<file path="src/rtl/mmio_uart_perf_pkg.sv">
// Register map and status bit positions shared by the MMIO UART/perf-counter block.
package mmio_uart_perf_pkg;

  localparam logic [7:0] OFS_STATUS = 8'h00;
  localparam logic [7:0] OFS_RX     = 8'h04;
  localparam logic [7:0] OFS_TX     = 8'h08;
  localparam logic [7:0] OFS_LVL    = 8'h0C;
  localparam logic [7:0] OFS_CYC    = 8'h10;
  localparam logic [7:0] OFS_EVT0   = 8'h14;
  localparam logic [7:0] OFS_CLR    = 8'h18;
  localparam logic [7:0] OFS_EVT1   = 8'h1C;
  localparam logic [7:0] OFS_SNAP   = 8'h3C;

  localparam int ST_TX_READY = 0;
  localparam int ST_RX_VALID = 1;
  localparam int ST_TX_DROP  = 2;
  localparam int ST_TX_EMPTY = 3;
  localparam int ST_RX_FULL  = 4;

  // Counter 0 sits in the legacy slot; the rest follow the clear register.
  function automatic logic [7:0] evt_ofs(input int i);
    return (i == 0) ? OFS_EVT0 : OFS_EVT1 + 8'(4 * (i - 1));
  endfunction

endpackage

</file>
<file path="src/rtl/mmio_uart_perf_if.sv">
// CPU data-memory port as seen by the IO block: load/store strobes, address, data.
interface mmio_uart_perf_if;
  logic [31:0] addr;
  logic        rd_en;
  logic        wr_en;
  logic [31:0] wdata;
  logic [31:0] rdata;

  modport master (output addr, rd_en, wr_en, wdata, input rdata);
  modport slave  (input addr, rd_en, wr_en, wdata, output rdata);
endinterface

</file>
<file path="src/rtl/mmio_fifo.sv">
// Synchronous FIFO with occupancy count; DEPTH must be a power of two.
module mmio_fifo #(
  parameter int WIDTH = 8,
  parameter int DEPTH = 8
) (
  input  logic                     clk,
  input  logic                     rst,
  input  logic                     push,
  input  logic                     pop,
  input  logic [WIDTH-1:0]         wdata,
  output logic [WIDTH-1:0]         rdata,
  output logic                     full,
  output logic                     empty,
  output logic [$clog2(DEPTH):0]   count
);
  localparam int AW = $clog2(DEPTH);
  localparam int CW = AW + 1;
  localparam logic [AW:0] FULL_CNT = DEPTH[AW:0];

  logic [WIDTH-1:0] mem [DEPTH];
  logic [AW-1:0]    wr_ptr, rd_ptr;
  logic             do_push, do_pop;

  assign full    = (count == FULL_CNT);
  assign empty   = (count == '0);
  assign do_pop  = pop && !empty;
  assign do_push = push && (!full || do_pop);
  assign rdata   = mem[rd_ptr];

  // NOTE: storage is not reset; pointers and count alone say which entries are valid.
  always_ff @(posedge clk) begin
    if (do_push) mem[wr_ptr] <= wdata;
  end

  // NOTE: state updates use <= so every flop samples pre-edge values.
  always_ff @(posedge clk or negedge rst) begin
    if (!rst) begin
      wr_ptr <= '0;
      rd_ptr <= '0;
      count  <= '0;
    end else begin
      if (do_push) wr_ptr <= wr_ptr + AW'(1);
      if (do_pop)  rd_ptr <= rd_ptr + AW'(1);
      case ({do_push, do_pop})
        2'b10:   count <= count + CW'(1);
        2'b01:   count <= count - CW'(1);
        default: ;
      endcase
    end
  end
endmodule

</file>
<file path="src/rtl/uart.sv">
// 8N1 UART with ready/valid byte ports; RX holds a finished byte until it is taken.
module uart #(
  parameter int CLOCK_FREQ = 50_000_000,
  parameter int BAUD_RATE  = 115_200
) (
  input  logic       clk,
  input  logic       rst,
  input  logic       serial_in,
  output logic       serial_out,
  input  logic [7:0] data_in,
  input  logic       data_in_valid,
  output logic       data_in_ready,
  output logic [7:0] data_out,
  output logic       data_out_valid,
  input  logic       data_out_ready
);
  localparam int BIT_T = CLOCK_FREQ / BAUD_RATE;
  localparam int TW    = $clog2(BIT_T + 1);

  logic [9:0]    tx_sh;
  logic [3:0]    tx_bits;
  logic [TW-1:0] tx_t;

  assign data_in_ready = (tx_bits == 4'd0);
  assign serial_out    = tx_sh[0];

  always_ff @(posedge clk or negedge rst) begin
    if (!rst) begin
      tx_sh   <= '1;
      tx_bits <= 4'd0;
      tx_t    <= '0;
    end else if (tx_bits == 4'd0) begin
      if (data_in_valid) begin
        tx_sh   <= {1'b1, data_in, 1'b0};
        tx_bits <= 4'd10;
        tx_t    <= '0;
      end
    end else if (tx_t == TW'(BIT_T - 1)) begin
      tx_t    <= '0;
      tx_sh   <= {1'b1, tx_sh[9:1]};
      tx_bits <= tx_bits - 4'd1;
    end else begin
      tx_t <= tx_t + TW'(1);
    end
  end

  logic [1:0]    rx_sync;
  logic [7:0]    rx_sh;
  logic [3:0]    rx_bits;
  logic [TW-1:0] rx_t;
  logic          rx_done;

  // A finished byte parks in rx_sh while data_out is occupied, so the receiver
  // stops listening instead of overrunning.
  always_ff @(posedge clk or negedge rst) begin
    if (!rst) begin
      rx_sync        <= 2'b11;
      rx_sh          <= '0;
      rx_bits        <= 4'd0;
      rx_t           <= '0;
      rx_done        <= 1'b0;
      data_out       <= '0;
      data_out_valid <= 1'b0;
    end else begin
      rx_sync <= {rx_sync[0], serial_in};
      if (data_out_valid && data_out_ready) data_out_valid <= 1'b0;
      if (rx_done) begin
        if (!data_out_valid || data_out_ready) begin
          data_out       <= rx_sh;
          data_out_valid <= 1'b1;
          rx_done        <= 1'b0;
        end
      end else if (rx_bits == 4'd0) begin
        if (!rx_sync[1]) begin
          rx_bits <= 4'd10;
          rx_t    <= TW'(BIT_T / 2);
        end
      end else if (rx_t == '0) begin
        rx_t    <= TW'(BIT_T - 1);
        rx_bits <= rx_bits - 4'd1;
        if (rx_bits inside {[4'd2:4'd9]}) rx_sh <= {rx_sync[1], rx_sh[7:1]};
        if (rx_bits == 4'd1) rx_done <= 1'b1;
      end else begin
        rx_t <= rx_t - TW'(1);
      end
    end
  end
endmodule

</file>
<file path="src/rtl/mmio_uart_perf.sv">
// MMIO block: FIFO-buffered UART plus cycle/event counters behind BASE_ADDR.
// Define MMIO_SNAPSHOT_EN to add counter shadow registers loaded by a write to 0x3C.
module mmio_uart_perf
  import mmio_uart_perf_pkg::*;
#(
  parameter int          CPU_CLOCK_FREQ = 50_000_000,
  parameter int          BAUD_RATE      = 115_200,
  parameter logic [31:0] BASE_ADDR      = 32'h8000_0000,
  parameter int          RX_DEPTH       = 8,
  parameter int          TX_DEPTH       = 8,
  parameter int          NUM_EVT        = 3
) (
  input  logic               clk,
  input  logic               rst,
  input  logic               serial_in,
  output logic               serial_out,
  input  logic [NUM_EVT-1:0] evt_in,
  mmio_uart_perf_if.slave    bus
);
  localparam int RXC = $clog2(RX_DEPTH) + 1;
  localparam int TXC = $clog2(TX_DEPTH) + 1;

  logic       hit, rd_hit, wr_hit;
  logic [7:0] ofs;
  logic       unused_wdata;

  assign hit          = (bus.addr[31:8] == BASE_ADDR[31:8]);
  assign ofs          = bus.addr[7:0];
  assign rd_hit       = hit && bus.rd_en;
  assign wr_hit       = hit && bus.wr_en;
  assign unused_wdata = ^bus.wdata[31:8];

  logic           rx_full, rx_empty, rx_push, rx_pop;
  logic           tx_full, tx_empty, tx_push, tx_pop;
  logic [7:0]     rx_head, tx_head, uart_rx_data;
  logic           uart_rx_valid, uart_tx_ready;
  logic [RXC-1:0] rx_count;
  logic [TXC-1:0] tx_count;
  logic           tx_drop;

  assign rx_push = uart_rx_valid && !rx_full;
  assign rx_pop  = rd_hit && (ofs == OFS_RX) && !rx_empty;
  assign tx_push = wr_hit && (ofs == OFS_TX) && !tx_full;
  assign tx_pop  = uart_tx_ready && !tx_empty;

  mmio_fifo #(.WIDTH(8), .DEPTH(RX_DEPTH)) u_rx_fifo (
    .clk(clk), .rst(rst), .push(rx_push), .pop(rx_pop), .wdata(uart_rx_data),
    .rdata(rx_head), .full(rx_full), .empty(rx_empty), .count(rx_count)
  );

  mmio_fifo #(.WIDTH(8), .DEPTH(TX_DEPTH)) u_tx_fifo (
    .clk(clk), .rst(rst), .push(tx_push), .pop(tx_pop), .wdata(bus.wdata[7:0]),
    .rdata(tx_head), .full(tx_full), .empty(tx_empty), .count(tx_count)
  );

  uart #(.CLOCK_FREQ(CPU_CLOCK_FREQ), .BAUD_RATE(BAUD_RATE)) u_uart (
    .clk(clk), .rst(rst), .serial_in(serial_in), .serial_out(serial_out),
    .data_in(tx_head), .data_in_valid(!tx_empty), .data_in_ready(uart_tx_ready),
    .data_out(uart_rx_data), .data_out_valid(uart_rx_valid), .data_out_ready(!rx_full)
  );

  // A store to a full TX FIFO is lost even if the drain frees a slot that edge.
  always_ff @(posedge clk or negedge rst) begin
    if (!rst)                                  tx_drop <= 1'b0;
    else if (wr_hit && (ofs == OFS_TX) && tx_full) tx_drop <= 1'b1;
    else if (rd_hit && (ofs == OFS_STATUS))    tx_drop <= 1'b0;
  end

  logic                    clr;
  logic [31:0]             cyc_cnt, cyc_rd;
  logic [NUM_EVT-1:0][31:0] evt_cnt, evt_rd;

  assign clr = wr_hit && (ofs == OFS_CLR);

  always_ff @(posedge clk or negedge rst) begin
    if (!rst) begin
      cyc_cnt <= '0;
      evt_cnt <= '0;
    end else if (clr) begin
      cyc_cnt <= '0;
      evt_cnt <= '0;
    end else begin
      cyc_cnt <= cyc_cnt + 32'd1;
      for (int i = 0; i < NUM_EVT; i++) evt_cnt[i] <= evt_cnt[i] + 32'(evt_in[i]);
    end
  end

`ifdef MMIO_SNAPSHOT_EN
  logic                     snap;
  logic [31:0]              cyc_snap;
  logic [NUM_EVT-1:0][31:0] evt_snap;

  assign snap = wr_hit && (ofs == OFS_SNAP);

  always_ff @(posedge clk or negedge rst) begin
    if (!rst) begin
      cyc_snap <= '0;
      evt_snap <= '0;
    end else if (snap) begin
      cyc_snap <= cyc_cnt;
      evt_snap <= evt_cnt;
    end
  end

  assign cyc_rd = cyc_snap;
  assign evt_rd = evt_snap;
`else
  assign cyc_rd = cyc_cnt;
  assign evt_rd = evt_cnt;
`endif

  logic [4:0]  status;
  logic [31:0] rdata;

  // NOTE: defaults first so every path assigns each output and no latch is inferred.
  always_comb begin
    status              = '0;
    status[ST_TX_READY] = !tx_full;
    status[ST_RX_VALID] = !rx_empty;
    status[ST_TX_DROP]  = tx_drop;
    status[ST_TX_EMPTY] = tx_empty;
    status[ST_RX_FULL]  = rx_full;

    rdata = '0;
    if (hit) begin
      case (ofs)
        OFS_STATUS: rdata = {27'b0, status};
        OFS_RX:     if (!rx_empty) rdata = {24'b0, rx_head};
        OFS_LVL:    rdata = {16'(tx_count), 16'(rx_count)};
        OFS_CYC:    rdata = cyc_rd;
        default:    ;
      endcase
      for (int i = 0; i < NUM_EVT; i++) begin
        if (ofs == evt_ofs(i)) rdata = evt_rd[i];
      end
    end
  end

  assign bus.rdata = rdata;
endmodule

</file>
<file path="src/flat_wrapper.sv">
// flat-port wrapper written by rule: the top's interface ports become plain ports
module mmio_uart_perf_flat import mmio_uart_perf_pkg::*;
#(
  parameter int          CPU_CLOCK_FREQ = 50_000_000,
  parameter int          BAUD_RATE      = 115_200,
  parameter logic [31:0] BASE_ADDR      = 32'h8000_0000,
  parameter int          RX_DEPTH       = 8,
  parameter int          TX_DEPTH       = 8,
  parameter int          NUM_EVT        = 3
)
  (clk, rst, serial_in, serial_out, evt_in, bus_addr, bus_rd_en, bus_wr_en, bus_wdata, bus_rdata);
  mmio_uart_perf_if bus_i ();
  input  logic clk;
  input  logic rst;
  input  logic serial_in;
  output logic serial_out;
  input  logic [NUM_EVT-1:0] evt_in;
  input wire logic [$bits(bus_i.addr)-1:0] bus_addr;
  input wire logic [$bits(bus_i.rd_en)-1:0] bus_rd_en;
  input wire logic [$bits(bus_i.wr_en)-1:0] bus_wr_en;
  input wire logic [$bits(bus_i.wdata)-1:0] bus_wdata;
  output wire logic [$bits(bus_i.rdata)-1:0] bus_rdata;
  assign bus_i.addr = bus_addr;
  assign bus_i.rd_en = bus_rd_en;
  assign bus_i.wr_en = bus_wr_en;
  assign bus_i.wdata = bus_wdata;
  assign bus_rdata = bus_i.rdata;
  mmio_uart_perf #(.CPU_CLOCK_FREQ(CPU_CLOCK_FREQ), .BAUD_RATE(BAUD_RATE), .BASE_ADDR(BASE_ADDR), .RX_DEPTH(RX_DEPTH), .TX_DEPTH(TX_DEPTH), .NUM_EVT(NUM_EVT)) u_core (.clk(clk), .rst(rst), .serial_in(serial_in), .serial_out(serial_out), .evt_in(evt_in), .bus(bus_i));
endmodule
</file>
<file path="config.mk">
export PLATFORM = sky130hd
export DESIGN_NAME = mmio_uart_perf_flat
export DESIGN_NICKNAME = d
export VERILOG_FILES = /design/src/rtl/mmio_uart_perf_pkg.sv /design/src/rtl/mmio_uart_perf_if.sv /design/src/rtl/mmio_fifo.sv /design/src/rtl/uart.sv /design/src/rtl/mmio_uart_perf.sv /design/src/flat_wrapper.sv
export SDC_FILE = /design/constraint.sdc
export NUM_CORES = 1
export LEC_CHECK = 0
export BUFFER_PORTS_ARGS = -buffer_cell sky130_fd_sc_hd__clkbuf_2
export CAP_MARGIN = 10
export CORE_ASPECT_RATIO = 1.5
export CORE_MARGIN = 3
export CORE_UTILIZATION = 30
export CTS_BUF_LIST = sky130_fd_sc_hd__clkbuf_2 sky130_fd_sc_hd__clkbuf_4 sky130_fd_sc_hd__clkbuf_8
export DETAILED_ROUTE_END_ITERATION = 10
export HOLD_SLACK_MARGIN = 0.15
export MAX_ROUTING_LAYER = met4
export PLACE_DENSITY = 0.57
export REMOVE_ABC_BUFFERS = 1
export SKIP_LAST_GASP = 1
export SLEW_MARGIN = 25
export SYNTH_ARGS = -nofsm -noshare
export SYNTH_HDL_FRONTEND = slang
export SYNTH_SLANG_ARGS = --single-unit
</file>
<file path="constraint.sdc">
create_clock -name clk -period 6.05 [get_ports clk]
set_clock_uncertainty 0.05 [all_clocks]
set_input_delay 0.3025 -clock clk [delete_from_list [all_inputs] [get_ports clk]]
set_output_delay 0.3025 -clock clk [all_outputs]
set_load 0.01 [all_outputs]
</file>
# --- Word level (Yosys, flattened, before mapping) ---
# Memory sizes are Yosys's and may differ from the RTL's.
# Index checks and enable logic that the tools add are counted.
word_totals:
  regBits: 205
  latchBits: 0
  ramBits: 128
  romBits: 0
  input_bits: 72
  output_inout_bits: 33
  word_cells: 141
  mem_count: 2
mem_list:
  columns: ["memory", "words", "word_bits", "read_ports", "rd_clocked_by_memory_dff", "write_ports", "line_no", "rtl"]
  rows:
  - ["u_core.u_rx_fifo.mem", 8, 8, 1, 0, 1, "mmio_fifo.sv:20", "logic [WIDTH-1:0] mem [DEPTH];"]
  - ["u_core.u_tx_fifo.mem", 8, 8, 1, 0, 1, "mmio_fifo.sv:20", null]
op_classes:
  addsub: 16
  n_mul: 0
  n_div: 0
  order_cmp: 2
  eq_ne: 19
  n_shift: 0
  muxes: 39
  bitwise: 2
  n_reduce_logical: 40
ops:
  columns: ["op", "count"]
  rows:
  - ["32-bit 2-to-1 mux", 5]
  - ["32-bit case mux with 4 select lines", 1]
  - ["32-bit by 1-bit adder with 32-bit output", 3]
  - ["96-bit 2-to-1 mux", 1]
  - ["9-bit 2-to-1 mux", 6]
  - ["32-bit by 1-bit adder with 32-bit output, second input constant", 1]
  - ["8-bit by 5-bit equality test with 1-bit output, second input constant", 4]
  - ["10-bit 2-to-1 mux", 3]
  - ["24-bit equality test, second input constant", 1]
  - ["4-bit 2-to-1 mux", 6]
  - ["8-bit by 4-bit equality test with 1-bit output, second input constant", 2]
  - ["1-bit logical AND", 16]
  - ["4-bit zero test", 4]
  - ["4-bit case mux with 2 select lines", 2]
  - ["4-bit by 1-bit subtractor with 4-bit output, second input constant", 4]
  - ["1-bit 2-to-1 mux", 14]
  - ["3-bit by 1-bit adder with 3-bit output, second input constant", 4]
  - ["2-bit nonzero test", 5]
  - ["9-bit by 1-bit adder with 9-bit output, second input constant", 1]
  - ["9-bit equality test, second input constant", 1]
  - ["9-bit zero test", 1]
  - ["9-bit by 1-bit subtractor with 9-bit output, second input constant", 1]
  - ["4-bit by 1-bit adder with 4-bit output, second input constant", 2]
  - ["4-bit equality test, second input constant", 2]
  - ["other kinds (16)", 28]

# --- Logic depth before layout (Yosys ltp) ---
# Gate-level depths: netlist (run 1).
logic_depth:
  word_depth: 9
  depth_mapped: 13
  mapped_depth_nobuf: 11

# --- Hierarchy ---
# A second synthesis (run 1) with hierarchy kept.
hier_totals:
  cells_unflattened: 1475
  area_unflattened_um2: 16593.4
by_module_without_submodules:
  columns: ["mod", "n_inst", "cells_per_inst", "area_each_um2", "seq_area_each_um2"]
  rows:
  - ["mmio_uart_perf", 1, 868, 7604.8, 3228.1]
  - ["mmio_fifo", 2, 178, 3136.8, 2172.1]
  - ["uart", 1, 251, 2715.1, 1390.1]

# --- Worst setup path before layout (run 1) ---
# No wires, ideal clock.
synth_timing:
  path_kind: "register to register"
  start: "reg u_core.u_uart.tx_bits[0]"
  end: "reg u_core.u_tx_fifo.count[2]"
  setup_ns: 0.126
  arrival_time_ns: 2.532
  t_required_ns: 5.874
  path_slack_ns: 3.341
  stages_incl_launch_ff: 13
  cell_sequence: "dfrtp_1 -> inv_1 -> ha_1 -> or3b_2 -> clkbuf_1 -> nor2_1 -> ha_1 -> xor2_1 -> ha_1 -> a21oi_1 -> xor2_1 -> nor2_1 -> xor2_1"
synth_via:
  elab_chain_cells: 7
synth_lines:
  columns: ["item", "line_no", "rtl"]
  rows:
  - ["start, declared", "uart.sv:21", "logic [3:0] tx_bits;"]
  - ["start signal, assigned", "uart.sv:41", "tx_bits <= tx_bits - 4'd1;"]
  - ["4-bit zero test (*)", "uart.sv:24", "assign data_in_ready = (tx_bits == 4'd0);"]
  - ["1-bit logical AND (*)", "mmio_uart_perf.sv:44", "assign tx_pop = uart_tx_ready && !tx_empty;"]
  - ["1-bit logical AND (*)", "mmio_fifo.sv:26", "assign do_pop = pop && !empty;"]
  - ["net u_core.u_tx_fifo.do_pop", "mmio_fifo.sv:22", "logic do_push, do_pop;"]
  - ["1-bit logical OR", "mmio_fifo.sv:27", "assign do_push = push && (!full || do_pop);"]
  - ["1-bit logical AND", "mmio_fifo.sv:27", null]
  - ["2-bit by 1-bit equality test with 1-bit output or 2-bit equality test (tied branches)", "mmio_fifo.sv:44", "case ({do_push, do_pop})"]
  - ["4-bit case mux with 2 select lines or 2-bit nonzero test (tied branches)", null, null]
  - ["end signal, assigned", "mmio_fifo.sv:45", "2'b10: count <= count + CW'(1);"]
  - ["end signal, assigned", "mmio_fifo.sv:46", "2'b01: count <= count - CW'(1);"]
  - ["end, declared", "mmio_fifo.sv:14", "output logic [$clog2(DEPTH):0] count"]
# The timed path passes the listed nets; every way through them passes the cells marked *.
# A chain may end at the register's enable or synchronous reset.

# --- Final worst setup path (run 1) ---
layout_timing:
  start: "in bus_addr[0]"
  end: "out bus_rdata[5]"
layout_via:
  elab_chain_cells: 6
layout_lines:
  columns: ["item", "line_no", "rtl"]
  rows:
  - ["start, declared", "flat_wrapper.sv:18", "input wire logic [$bits(bus_i.addr)-1:0] bus_addr;"]
  - ["8-bit by 5-bit equality test with 1-bit output (tied with other cells)", "mmio_uart_perf.sv:126", "case (ofs)"]
  - ["32-bit case mux with 4 select lines", "mmio_uart_perf.sv:126", null]
  - ["32-bit 2-to-1 mux (2 in series)", "mmio_uart_perf.sv:134", "if (ofs == evt_ofs(i)) rdata = evt_rd[i];"]
  - ["32-bit 2-to-1 mux (*)", "mmio_uart_perf.sv:134", null]
  - ["32-bit 2-to-1 mux (*)", "mmio_uart_perf.sv:125", "if (hit) begin"]
  - ["end, declared", "flat_wrapper.sv:22", "output wire logic [$bits(bus_i.rdata)-1:0] bus_rdata;"]
# Mark *: on every way between the ends. The rest lies on a longest branch, timed or not.

==> results of run 1 <==
area by class of cell:
| class | instances | area, sq um | area share, % |
|---|---|---|---|
| diodes | 10 | 25.02 | 0.1349 |
| clock buffers | 69 | 887.1 | 4.783 |
| clock inverters | 31 | 287.8 | 1.552 |
| inverters | 24 | 90.09 | 0.4857 |
| multi-input cells | 956 | 6765 | 36.47 |
| flip-flops and latches | 332 | 8964 | 48.33 |
| well taps | 682 | 853.3 | 4.601 |
| repair buffers | 110 | 675.6 | 3.643 |
synthesized netlist by cell type (26+ instances only):
cell / n / area, sq um
dfrtp_1: 193 / 4830
nor2_1: 175 / 656.9
edfxtp_1: 128 / 3844
nand2_1: 101 / 379.1
xor2_1: 75 / 656.9
xnor2_1: 63 / 551.8
nand3_1: 51 / 255.2
o21ai_0: 51 / 255.2
nand4_1: 48 / 300.3
a21oi_1: 45 / 225.2
buf_2: 38 / 190.2
mux4_2: 32 / 720.7
mux2_2: 26 / 292.8
logic make-up (layout without fill, tap and decap cells):
group           after synthesis  after routing  synth area share, %
flops                       332            332                55.67
buf+inv                      90            234                2.471
fa+ha+maj                    24             24                1.865
compound gates              173            173                7.181
simple gates                546            546                17.92
mux                          75             75                7.390
xor+xnor                    138            138                7.507
other cells                   0             10                    0
power groups by stage:
| stage | Sequential, mW | Combinational [mW] | Clock, mW |
|---|---|---|---|
| after floorplan | 2.57 | 0.229 | 0 |
| after global placement | 2.61 | 0.340 | 0 |
| after detailed placement | 2.61 | 0.349 | 0 |
| after CTS | 2.57 | 0.361 | 2.18 |
| after global routing | 2.58 | 0.412 | 2.27 |
| final | 2.57 | 0.353 | 2.11 |
flip-flops by register name, summed over array words and instances, names as in the netlist, 2 cells and up:
register,flops
u_core.u_uart.rx_t,9
u_core.u_tx_fifo.mem,64
u_core.evt_cnt,96
u_core.u_uart.rx_sync,2
u_core.u_rx_fifo.wr_ptr,3
u_core.u_uart.tx_sh,9
u_core.u_uart.tx_bits,4
u_core.u_tx_fifo.wr_ptr,3
u_core.u_rx_fifo.count,4
u_core.u_uart.tx_t,9
u_core.cyc_cnt,32
u_core.u_uart.rx_bits,4
u_core.u_uart.rx_sh,8
u_core.u_rx_fifo.mem,64
u_core.u_tx_fifo.rd_ptr,3
u_core.u_tx_fifo.count,4
u_core.u_uart.data_out,8
u_core.u_rx_fifo.rd_ptr,3
routing by layer:
layer	vias up	global-route usage [%]	wire length, um
met5	-	-	0
met4	0	6.991	2012
met3	102	2.830	2179
met2	321	24.89	20160
met1	5660	16.74	16080
li1	5284	-	-
per-stage QoR:
step                      cells  utilization (%)
final                      2214            35.10
after global routing       2214            35.10
after CTS                  2204            35.06
after detailed placement   2088            32.53
after global placement     2088            32.53
after floorplan            1312                -
worst paths after layout:
kind	slack, ps	from	cells after the start	to
worst min-delay path	190	rst	2	u_core.evt_cnt[25]$_DFF_PN0_
worst max register to register	3060	u_core.u_uart.tx_bits[0]$_DFFE_PN0P_	11	u_core.u_tx_fifo.count[2]$_DFFE_PN0P_
min in group clk	220	bus_wr_en	4	u_core.tx_drop$_DFFE_PN0P_
worst max-delay path	2630	bus_addr[0]	8	bus_rdata[5]
worst min register to register	310	u_core.u_uart.rx_sync[0]$_DFF_PN1_	0	u_core.u_uart.rx_sync[1]$_DFF_PN1_
max in group asynchronous	4060	rst	3	u_core.u_rx_fifo.rd_ptr[0]$_DFFE_PN0P_
==> results.sh, run 1 <==
export IMPL_synth_cells=1378
export IMPL_synth_edf_count=128
export IMPL_crit_chain="dlygate4sd3_1 > clkbuf_2 > nor3_2 > nand2_2 > nor2_4 > a221oi_1 > a31oi_1 > clkbuf_2"
export IMPL_clock_latency_ps=620
export IMPL_cts_sinks=332
export IMPL_gp_congestion=0.8246
export IMPL_power_density_nw_per_um2=271.8
export IMPL_critPathLaunchType="input port"
export IMPL_grt_pass1_wl_um=64390
export IMPL_preCtsSetupSlack_ps=2534
export IMPL_fin_crit_ps=3424
export IMPL_cp_top_family="simple AND/OR/NAND/NOR gates"
export IMPL_worstSetupPathType="input port to output port"
export IMPL_yosysUniqueCellTypes=77
export IMPL_ys_warn_count=0
export IMPL_hold_ws_ps=190.2
export IMPL_rsz0062_at_grt="no"
export IMPL_setup_violations=0
export IMPL_syn_cell_area_sq_um=16100
export IMPL_swShare_pct=25.14
export IMPL_p_comb_share_pct=7.0
export IMPL_drv_slew=0
export IMPL_num_fill_cells=5247
export IMPL_critPathCaptureType="output port"
export IMPL_clkTransAtPathRegs_ps=60
export IMPL_synth_seq_cells=332
export IMPL_yosysSeqAreaShare_pct=55.67
export IMPL_status="finished clean"
export IMPL_grt_ovfl_total=0
export IMPL_fin_area_sq_um=18550
export IMPL_total_power_mw=5.040
export IMPL_area_growth_pct=15.20
export IMPL_ys_flop_type="dfrtp_1"
export IMPL_slowest_delay_ps=620
export IMPL_cap_viol_max_count=0
export IMPL_cts_tree="built"
export IMPL_cp_common_cell="clkbuf_2"
export IMPL_worstMarginPinSlew_ps=985.0
export IMPL_dieWidth_um=195.2
export IMPL_vias=11367
export IMPL_clock_tree_buffer_depth=3
export IMPL_grt_pass1_vias=11451
export IMPL_p_switching_mw=1.267
export IMPL_layout_setup_ws_ps=2626
export IMPL_setup_tns_ps=0
export IMPL_ys_async_sr_fraction_pct=61.45
export IMPL_cp_arrival_ps=3070
export IMPL_antenna_left=0
export IMPL_placed_cell_area_sq_um=17190
export IMPL_clockPowerShare_pct=42.0
export IMPL_wire_per_inst_um=18.26
export IMPL_p_int_mw=3.773
export IMPL_drt_wl_total_um=40430
export IMPL_layout_nets=1573
export IMPL_hpwlAfterDp_um=27530
export IMPL_grt_max_degree=111
export IMPL_finalHoldViolCount=0
export IMPL_irDropWorstVdd_v=0.0001488
export IMPL_period_share_pct=56.59
export IMPL_pin_count=105
export IMPL_numCtsBuffers=53
export IMPL_track_usage_pct=14.65
export IMPL_crit_slowest_cell="nor2_4"
export IMPL_vias_per_cell=5.134
export IMPL_cts_htree_levels=2
export IMPL_clockRootBuffer="clkbuf_8"
export IMPL_antenna_found_initial=10
export IMPL_io_buffers=80
export IMPL_crit_buf_inv=3
export IMPL_fmax_mhz=292.1
export IMPL_cts_repair_resized=0
export IMPL_drtIter0Drc=860
export IMPL_syn_area_per_cell_sq_um=11.68
export IMPL_p_leak_nw=6.996
export IMPL_die_h_um=289.7
export IMPL_min_path_type="input port to async pin"
export IMPL_cts_hold_buffers=16
export IMPL_die_area_sq_um=56540
export IMPL_layout_drive_gt1_share_pct=19.25
export IMPL_seqPwrFrac_pct=51.0
export IMPL_crit_fanout=26
export IMPL_relSlewSlack_pct=34.09
export IMPL_critPathRequiredTime_ps=5700
export IMPL_mostFrequentLayoutCells="192 x dfrtp_1, 175 x nor2_1, 128 x edfxtp_1"
export IMPL_start_util_pct=30.47
export IMPL_coreArea_sq_um=52840
export IMPL_post_cts_buffers=0
export IMPL_drc=0
export IMPL_firstDrtPassIters=7
export IMPL_placementRows=103
export IMPL_mostFrequentLayoutCell="dfrtp_1"
(Power assumes the default switching activity.)
==> inputs of run 2 (changes only) <==
--- a/config.mk
+++ b/config.mk
@@ -5,6 +5,7 @@
 export SDC_FILE = /design/constraint.sdc
 export NUM_CORES = 1
 export LEC_CHECK = 0
+export ABC_AREA = 1
 export BUFFER_PORTS_ARGS = -buffer_cell sky130_fd_sc_hd__clkbuf_2
 export CAP_MARGIN = 10
 export CORE_ASPECT_RATIO = 1.5
@@ -14,7 +15,7 @@
 export DETAILED_ROUTE_END_ITERATION = 10
 export HOLD_SLACK_MARGIN = 0.15
 export MAX_ROUTING_LAYER = met4
-export PLACE_DENSITY = 0.57
+export PLACE_DENSITY = 0.59
 export REMOVE_ABC_BUFFERS = 1
 export SKIP_LAST_GASP = 1
 export SLEW_MARGIN = 25
==> constraint.sdc (replaced) <==
create_clock -name clk -period 3 [get_ports clk]
set_clock_uncertainty 0.05 [all_clocks]
set_input_delay 0.15 -clock clk [delete_from_list [all_inputs] [get_ports clk]]
set_output_delay 0.15 -clock clk [all_outputs]
set_load 0.01 [all_outputs]
==> run 2 against run 1 <==
Utilization up 0.53 points. Synthesized cell count is 49% higher. Final area grew 9.8%. Setup slack lost 2400 ps. Count of clock-buffer cells in the layout is 11 higher. Sequential share of layout area is 4.3 points lower. Clock power is 110% higher. Global-route usage up 3.0 points. Hold slack better by 70 ps. Total power rose by 110%. Non-clock buffer count is 33 higher. Critical path type is now flip-flop to output port. Critical endpoint is now bus_rdata[2]. Largest power group unchanged.
==> results.sh, run 2 <==
export IMPL_slowest_delay_ps=410
export IMPL_gp_congestion=0.9487
export IMPL_fin_crit_ps=2746
export IMPL_grt_ovfl_total=0
export IMPL_cts_sinks=332
export IMPL_grt_pass1_wl_um=82550
export IMPL_firstDrtPassIters=7
export IMPL_p_leak_nw=8.437
export IMPL_die_area_sq_um=61220
export IMPL_vias_per_cell=4.945
export IMPL_wire_per_inst_um=17.69
export IMPL_status="finished clean"
export IMPL_worstSetupPathType="flip-flop to output port"
export IMPL_p_int_mw=7.648
export IMPL_placementRows=107
export IMPL_synth_compound_area_share_pct=10.38
export IMPL_mostFrequentLayoutCell="nand2_1"
export IMPL_irDropWorstVdd_v=0.0002834
export IMPL_clock_latency_ps=670
export IMPL_crit_chain="inv_1 > buf_6 > o21ai_0 > o211ai_1 > nand3_1 > nand2_1 > a21oi_1 > nor2_1 > clkbuf_2"
export IMPL_worstMarginPinSlew_ps=903.8
export IMPL_synth_area_leaders="dfrtp_1 28%, edfxtp_1 22%, nand2_1 8.1%"
export IMPL_drt_wl_total_um=53260
export IMPL_vias=14888
export IMPL_numCtsBuffers=54
export IMPL_cts_htree_levels=2
export IMPL_crit_buf_inv=3
export IMPL_synth_simple_area_share_pct=25.71
export IMPL_synth_top_family_by_area="simple AND/OR/NAND/NOR gates"
export IMPL_critPathCaptureType="output port"
export IMPL_crit_fanout=31
export IMPL_yosysUniqueCellTypes=51
export IMPL_p_switching_mw=2.883
export IMPL_yosysSeqAreaShare_pct=51.31
export IMPL_yosys_cell_count_top_type="nand2_1"
export IMPL_clock_tree_buffer_depth=3
export IMPL_synthMuxAreaShare_pct=0.06447
export IMPL_coreArea_sq_um=57170
export IMPL_clockRootBuffer="clkbuf_8"
export IMPL_cts_tree="built"
export IMPL_ys_warn_count=0
export IMPL_grt_pass1_vias=15018
export IMPL_ys_async_sr_fraction_pct=61.45
export IMPL_setup_tns_ps=0
export IMPL_placed_cell_area_sq_um=18910
export IMPL_min_path_type="input port to flip-flop"
export IMPL_synthTopCellsByCount="375 x nand2_1, 342 x nor2_1, 211 x inv_1"
export IMPL_setup_violations=0
export IMPL_top_register="u_core.evt_cnt"
export IMPL_cap_viol_max_count=0
export IMPL_crit_slowest_cell="dfrtp_1"
export IMPL_relSlewSlack_pct=39.68
export IMPL_yosys_area_share_adder_pct=1.719
export IMPL_antenna_found_initial=1
export IMPL_dp_cells=2885
export IMPL_drc=0
export IMPL_layout_drive_gt1_share_pct=14.20
export IMPL_die_h_um=301.5
export IMPL_largest_reg_flops=96
export IMPL_period_share_pct=91.52
export IMPL_synth_cells=2059
export IMPL_fin_area_sq_um=20370
export IMPL_layout_nets=2297
export IMPL_syn_cell_area_sq_um=17470
export IMPL_seqPwrFrac_pct=49.0
export IMPL_critPathRequiredTime_ps=2800
export IMPL_clockPowerShare_pct=41.7
export IMPL_rsz0062_at_grt="no"
export IMPL_synth_top_area_share_pct=27.65
export IMPL_grt_max_degree=106
export IMPL_mostFrequentLayoutCells="375 x nand2_1, 342 x nor2_1, 211 x inv_1"
export IMPL_synth_seq_cells=332
export IMPL_critPathLaunchType="flip-flop"
export IMPL_drv_slew=0
export IMPL_synth_edf_count=128
export IMPL_finalHoldViolCount=0
export IMPL_ys_flop_type="dfrtp_1"
export IMPL_dieWidth_um=203.0
export IMPL_syn_area_per_cell_sq_um=8.484
export IMPL_clkTransAtPathRegs_ps=70
export IMPL_fin_cells=3011
export IMPL_drtIter0Drc=906
export IMPL_hpwlAfterDp_um=39040
export IMPL_track_usage_pct=17.69
export IMPL_num_fill_cells=5963
export IMPL_total_power_mw=10.53
export IMPL_start_util_pct=30.56
export IMPL_cp_arrival_ps=2550
export IMPL_fmax_mhz=364.2
export IMPL_power_density_nw_per_um2=517.0
export IMPL_area_growth_pct=16.61
export IMPL_antenna_left=0
export IMPL_synth_top_area_cell="dfrtp_1"
export IMPL_pin_count=105
export IMPL_io_buffers=80
export IMPL_swShare_pct=27.38
export IMPL_synth_xor_area_share_pct=4.262
export IMPL_top_regs="u_core.evt_cnt x96, u_core.u_rx_fifo.mem x64, u_core.u_tx_fifo.mem x64"
export IMPL_cp_top_family="simple AND/OR/NAND/NOR gates"
export IMPL_fin_util_pct=35.63
export IMPL_p_comb_share_pct=9.3
==> run 2: cell count changes after synthesis, sizes merged, moves of 25 or more <==
| cell | change |
|---|---|
| o211ai | +29 |
| mux4 | -32 |
| o21ai | +121 |
| nor2 | +185 |
| xnor2 | -47 |
| nor3 | +68 |
| nand3 | +41 |
| nand2 | +286 |
| a21oi | +25 |
| mux2 | -27 |
| inv | +206 |
==> run 2: worst paths after layout <==
check / cells past startpoint / startpoint / slack [ps] / to
hold reg to reg: 0 / u_core.u_uart.rx_sync[0]$_DFF_PN1_ / 310 / u_core.u_uart.rx_sync[1]$_DFF_PN1_
setup / recovery: 9 / u_core.u_rx_fifo.rd_ptr[1]$_DFFE_PN0P_ / 250 / bus_rdata[2]
hold / removal: 2 / bus_wdata[3] / 260 / u_core.u_tx_fifo.mem[3][3]$_DFFE_PP_
setup reg to reg: 11 / u_core.u_uart.tx_bits[0]$_DFFE_PN0P_ / 370 / u_core.u_tx_fifo.count[2]$_DFFE_PN0P_
min in group asynchronous: 4 / rst / 590 / u_core.evt_cnt[20]$_DFF_PN0_
max in group asynchronous: 4 / rst / 1950 / u_core.u_uart.rx_sync[1]$_DFF_PN1_
==> run 2: per-stage QoR <==
step / worst slack [ps] / hold WS (ps)
floorplan: -12.82 / -195.6
global placement: 396.4 / 145.4
detailed placement: 204.7 / 155.2
CTS: 51.40 / 207.5
global route: 54.90 / 250.1
finish: 254.5 / 260.3
==> run 2: cell families after synthesis <==
logic type      count (synthesis)
compound gates                319
xor+xnor                       85
fa+ha+maj                      24
buf+inv                       288
flops                         332
mux                             1
simple gates                 1010
==> run 2: layout make-up <==
class	count	area (sq um)	share of cell area [%]
diodes	1	2.502	0.01229
inverters	231	867.1	4.257
clock buffers	80	1007	4.945
multi-input cells	1439	7368	36.17
clock inverters	22	191.4	0.9398
well taps	763	954.7	4.687
repair buffers	143	1016	4.988
flip-flops and latches	332	8962	44.00
==> run 2: what timing repair did <==
action,CTS,global route
setup buffers,0,0
resized for setup,0,3
hold endpoints to repair,292,0
setup endpoints to repair,0,2
hold buffers,23,0
==> run 2: metal layers <==
| layer | global-route usage, % | vias to the layer above | part of all wire [%] |
|---|---|---|---|
| li1 | - | 7131 | - |
| met1 | 19.61 | 7145 | 40 |
| met2 | 30.17 | 450 | 50 |
| met3 | 2.624 | 162 | 4.1 |
| met4 | 10.59 | 0 | 6.6 |
| met5 | - | - | 0 |
==> run 2: power groups by stage <==
stage	registers [mW]	clock network, mW	logic [mW]
6_report	5.16	4.39	0.983
5_1_grt	5.18	4.70	1.12
4_1_cts	5.14	4.52	0.992
3_5_place_dp	5.23	0	0.961
3_3_place_gp	5.23	0	0.945
2_1_floorplan	5.16	0	0.648
